==> config.mk <==
export PLATFORM = sky130hd
export DESIGN_NAME = nibble_serial_add_ctrl
export DESIGN_NICKNAME = d
export VERILOG_FILES = /design/src/rtl/adder_pkg.sv /design/src/rtl/cla4_slice.sv /design/src/rtl/nibble_serial_add_ctrl.sv
export SDC_FILE = /design/constraint.sdc
export NUM_CORES = 1
export LEC_CHECK = 0
export BUFFER_PORTS_ARGS = -buffer_cell sky130_fd_sc_hd__buf_2
export CELL_PAD_IN_SITES_DETAIL_PLACEMENT = 0
export CELL_PAD_IN_SITES_GLOBAL_PLACEMENT = 1
export CORE_MARGIN = 1.5
export CORE_UTILIZATION = 40
export CTS_CLUSTER_SIZE = 12
export DETAILED_ROUTE_END_ITERATION = 12
export GPL_TIMING_DRIVEN = 0
export PLACE_DENSITY_LB_ADDON = 0.1
export SYNTH_ARGS = -nofsm -noshare
export SYNTH_HDL_FRONTEND = slang
export SYNTH_HIERARCHICAL = 1
export SYNTH_SLANG_ARGS = --single-unit
==> constraint.sdc <==
create_clock -name clk -period 4.49 [get_ports clk]
set_clock_uncertainty 0.1 [all_clocks]
set_input_delay 0.6735 -clock clk [delete_from_list [all_inputs] [get_ports clk]]
set_output_delay 0.6735 -clock clk [all_outputs]
set_load 0.05 [all_outputs]
==> src/rtl/adder_pkg.sv <==
// Shared constants and FSM encoding for the nibble-serial adder.
// Imported by the slice and the sequencing controller.
package adder_pkg;

   localparam int SLICE_W = 4;

   typedef enum logic [1:0] {
      IDLE = 2'd0,
      RUN  = 2'd1,
      DONE = 2'd2
   } state_t;

endpackage

==> src/rtl/cla4_slice.sv <==
// 4-bit carry-look-ahead slice: generate/propagate with
// fully expanded carries, no ripple between bit positions.
module cla4_slice
   import adder_pkg::*;
(
   input  logic [SLICE_W-1:0] a,
   input  logic [SLICE_W-1:0] b,
   input  logic               cin,
   output logic [SLICE_W-1:0] s,
   output logic               cout
);

   logic [SLICE_W-1:0] g;
   logic [SLICE_W-1:0] p;
   logic [SLICE_W:0]   c;

   assign g = a & b;
   assign p = a ^ b;

   assign c[0] = cin;
   assign c[1] = g[0] | (p[0] & cin);
   assign c[2] = g[1] | (p[1] & g[0])
               | (p[1] & p[0] & cin);
   assign c[3] = g[2] | (p[2] & g[1])
               | (p[2] & p[1] & g[0])
               | (p[2] & p[1] & p[0] & cin);
   assign c[4] = g[3] | (p[3] & g[2])
               | (p[3] & p[2] & g[1])
               | (p[3] & p[2] & p[1] & g[0])
               | (p[3] & p[2] & p[1] & p[0] & cin);

   assign s    = p ^ c[SLICE_W-1:0];
   assign cout = c[SLICE_W];

endmodule

==> src/rtl/nibble_serial_add_ctrl.sv <==
// Nibble-serial add/subtract: one CLA slice reused over N_NIB
// cycles, LSB nibble first, carry held in a register between nibbles.
module nibble_serial_add_ctrl
   import adder_pkg::*;
#(
   parameter int N_NIB = 4
)(
   input  logic                   clk,
   input  logic                   rst_n,
   input  logic                   in_valid,
   output logic                   in_ready,
   input  logic [SLICE_W*N_NIB-1:0] A,
   input  logic [SLICE_W*N_NIB-1:0] B,
   input  logic                   cin,
   input  logic                   sub,
   output logic                   out_valid,
   input  logic                   out_ready,
   output logic [SLICE_W*N_NIB-1:0] S,
   output logic                   cout,
   output logic                   ovf
);

   localparam int W  = SLICE_W * N_NIB;
   localparam int KW = (N_NIB > 1) ? $clog2(N_NIB) : 1;
   localparam logic [KW-1:0] K_LAST = KW'(N_NIB - 1);

   state_t state;
   state_t state_nxt;

   logic [W-1:0]       a_q;
   logic [W-1:0]       b_q;
   logic [W-1:0]       s_acc;
   logic [W-1:0]       s_full;
   logic               carry;
   logic [KW-1:0]      k;
   logic [SLICE_W-1:0] nib_a;
   logic [SLICE_W-1:0] nib_b;
   logic [SLICE_W-1:0] nib_s;
   logic               nib_c;
   logic               accept;
   logic               last;

   always_ff @(posedge clk) begin
      if (!rst_n) state <= IDLE;
      else        state <= state_nxt;
   end

   always_comb begin
      state_nxt = state;
      unique case (state)
         IDLE: if (in_valid)   state_nxt = RUN;
         RUN:  if (k == K_LAST) state_nxt = DONE;
         DONE: if (out_ready)  state_nxt = IDLE;
         default:              state_nxt = IDLE;
      endcase
   end

   always_comb begin
      in_ready = (state == IDLE);
      accept   = in_ready & in_valid;
      last     = (state == RUN) && (k == K_LAST);
   end

   assign nib_a = a_q[{k, 2'b00} +: SLICE_W];
   assign nib_b = b_q[{k, 2'b00} +: SLICE_W];

   cla4_slice u_slice (
      .a    (nib_a),
      .b    (nib_b),
      .cin  (carry),
      .s    (nib_s),
      .cout (nib_c)
   );

   always_comb begin
      s_full = s_acc;
      s_full[{k, 2'b00} +: SLICE_W] = nib_s;
   end

   // S/cout/ovf only move on the final nibble, so they hold
   // the previous result throughout RUN.
   always_ff @(posedge clk) begin
      if (!rst_n) begin
         a_q       <= '0;
         b_q       <= '0;
         s_acc     <= '0;
         carry     <= 1'b0;
         k         <= '0;
         S         <= '0;
         cout      <= 1'b0;
         ovf       <= 1'b0;
         out_valid <= 1'b0;
      end else begin
         out_valid <= (state_nxt == DONE);
         if (accept) begin
            a_q   <= A;
            b_q   <= sub ? ~B : B;
            carry <= sub | cin;
            k     <= '0;
         end else if (state == RUN) begin
            s_acc <= s_full;
            carry <= nib_c;
            if (!last) k <= k + KW'(1);
            if (last) begin
               S    <= s_full;
               cout <= nib_c;
               ovf  <= (a_q[W-1] == b_q[W-1])
                    && (nib_s[SLICE_W-1] != a_q[W-1]);
            end
         end
      end
   end

endmodule

==> flow_summary.json <==
{
  "maxCapViolCount": 0,
  "relSlewSlack": 0.4809,
  "start_kind": "register",
  "whs_ns": 0.3523,
  "antenna_found_initial": 0,
  "grt_max_degree": 11,
  "synth_flop_cell": "dfxtp_1",
  "power_density_nw_per_um2": 333.6,
  "crit_chain": "buf_4 -> mux4_2 -> ha_1 -> a21o_1 -> a31o_1 -> xor2_1 -> clkbuf_1 -> and3b_1 -> a21oi_1 -> a21oi_1",
  "pin_count": 58,
  "yosysUniqueCellTypes": 40,
  "switching_share": 0.2793,
  "drive_gt1_frac": 0.2364,
  "synthAdderAreaFrac": 0.04014,
  "start_util": 0.4211,
  "die_area_um2": 8815,
  "finalWirelength_um": 8207,
  "path_class": "register to register",
  "ant_nets": 0,
  "synthArstFlopShare": 0,
  "hold_viol": 0,
  "grtUsageTotal": 0.2001,
  "internal_power_mw": 0.9289,
  "arrival_ns": 3.38,
  "peakVddDrop_mv": 0.1885,
  "cts_buffer_depth": 2,
  "cts_made_buffers": 9,
  "hold_class": "register to register",
  "die_w_um": 93.89,
  "dp_hpwl_um": 5885,
  "finalWeightedCongestion": 0.7746,
  "h-tree-depth": 3,
  "synth_xor_area_frac": 0.05301,
  "cts_resized": 0,
  "via_per_inst": 5.232,
  "fin_area_um2": 3864,
  "clock_sinks": 68,
  "postCtsHoldBufs": 0,
  "cts_setup_buffers": 0,
  "setup_viol": 0,
  "drc": 0,
  "combPwrFrac": 0.169,
  "placementRows": 32,
  "avgSynthCellArea_um2": 9.335,
  "cts_tree": "built",
  "synth_compound_area_frac": 0.1927,
  "grt_pass1_vias": 2549,
  "max_freq_mhz": 308.0,
  "drv_slew": 0,
  "via_count": 2747,
  "worst_pin_slew_ns": 0.7731,
  "fin_setup_tns_ns": 0,
  "yosysWarnings": 6,
  "synth_fp_nets": 402,
  "diodes": 0,
  "port_buffers": 55,
  "synthMuxAreaShare": 0.05755,
  "final_cell_mix": "dfxtp_1 (68), buf_2 (68), nand2_1 (63)",
  "n_fill_cell": 803,
  "cts_root_buf": "clkbuf_8",
  "seq_area_frac_synth": 0.4120,
  "synth_area_um2": 3304,
  "placed_area_um2": 3707,
  "p_sw_mw": 0.3600,
  "grt_pass1_wl_um": 13320,
  "crit_path_end_kind": "register",
  "leakage_nw": 1.717,
  "cp_slowest_stage_delay_ns": 0.56,
  "synth_top_family_by_area": "compound AO/OA/AOI/OAI gates",
  "cpMaxStageDelayCell": "mux4_2",
  "dr.first_iter.drc_count": 100,
  "synth_edf_count": 0,
  "fin_crit_ns": 3.247,
  "dr.pass1.iters": 4,
  "cpMostUsedCell": "a21oi_1",
  "run_status": "completed",
  "die_y_um": 93.89,
  "clk_pin_slew_worst_paths_ns": 0.07,
  "worstSkewPairLatency_ns": 0.34,
  "power_mw": 1.289,
  "p_clk_frac": 0.329,
  "seqPwrFrac": 0.502,
  "cp_max_fo": 10,
  "wl_per_cell_um": 15.63,
  "syn_inst": 354,
  "syn2layout_area_growth_pct": 16.93,
  "required_ns": 4.62,
  "overflow": 0,
  "core_area_um2": 7848,
  "period_share": 0.7231,
  "rsz0062_at_grt": "false",
  "yosys.area_share.simple": 0.1840,
  "fin_nets": 468,
  "ys_ff_latch": 68
}
[metrics by stage]
stage               setup slack [ns]  instances    util
finish                         1.243        525  0.4923
global route                   1.090        525  0.4923
CTS                            1.233        525  0.4923
detailed placement             1.244        511  0.4724
global placement               1.251        511  0.4724
floorplan                      1.705        354       -
[area by class of cell]
class	count	area [µm²]	area share
Timing Repair Buffer	55	275.3	0.07124
Tap cell	102	127.6	0.03303
Clock buffer	11	141.4	0.03659
Clock inverter	3	15.01	0.003886
Sequential cell	68	1361	0.3523
Inverter	7	26.28	0.006801
Buffer	31	173.9	0.04501
Multi-Input combinational cell	248	1743	0.4511
[cells in the mapped netlist (5+ instances only)]
library cell / number / area [µm²]
buf_2: 13 / 65.06
buf_4: 5 / 37.54
ha_1: 9 / 112.6
nand3_1: 8 / 40.04
a31oi_1: 8 / 50.05
dfxtp_1: 68 / 1361
nand2_1: 63 / 236.5
clkbuf_1: 10 / 37.54
a21boi_1: 9 / 67.56
o211a_1: 16 / 160.2
nor2_1: 10 / 37.54
a21boi_0: 11 / 82.58
xnor2_1: 19 / 166.4
nand4_1: 11 / 68.82
inv_1: 7 / 26.28
nor2b_1: 8 / 50.05
o22ai_1: 8 / 50.05
o21ai_0: 15 / 75.07
mux4_2: 8 / 180.2
nand2b_1: 8 / 50.05
[metal layers]
metal	track usage	part of all wire	vias to the layer above
met2	0.3068	0.44	68
met4	0.04851	0.0093	0
met3	0.05016	0.059	7
met1	0.2815	0.49	1288
li1	-	-	1384
met5	0	0	-
[critical path: cells and delay by family, from the launching register on]
kind                     cells  cell delay [ns]
AO/OA/AOI/OAI                4             0.59
multiplexers                 1             0.56
adder cells (fa/ha/maj)      1             0.36
AND/OR/NAND/NOR              1             0.23
flip-flops                   1             0.49
buffers and inverters        2             0.67
XOR/XNOR                     1             0.13
[sequential cells by signal, summed over array words and instances, names as in the netlist]
register / cells
k: 2
b_q: 16
out_valid: 1
a_q: 16
s_acc: 12
ovf: 1
state: 2
cout: 1
carry: 1
S: 16
[logic make-up (layout without fill, tap and decap cells)]
family / Yosys count / in the layout
AND/OR/NAND/NOR: 122 / 122
AO/OA/AOI/OAI: 87 / 87
flip-flops: 68 / 68
buffers and inverters: 38 / 107
XOR/XNOR: 20 / 20
adder cells (fa/ha/maj): 10 / 10
multiplexers: 9 / 9
[power groups by stage]
stage / clock network (mW) / registers, mW / logic, mW
5_1_grt: 0.464 / 0.649 / 0.239
4_1_cts: 0.437 / 0.646 / 0.218
3_3_place_gp: 0 / 0.659 / 0.215
3_5_place_dp: 0 / 0.660 / 0.217
2_1_floorplan: 0 / 0.655 / 0.154
6_report: 0.424 / 0.647 / 0.218
[path summary, 6_finish.rpt]
path         startpoint      to  slack [ns]  depth (start not counted)
max                k[0]     ovf        1.24                         10
min              a_q[9]  a_q[9]        0.35                          2
max reg2reg        k[0]     ovf        1.24                         10
min reg2reg      a_q[9]  a_q[9]        0.35                          2
(Power assumes the default switching activity.)
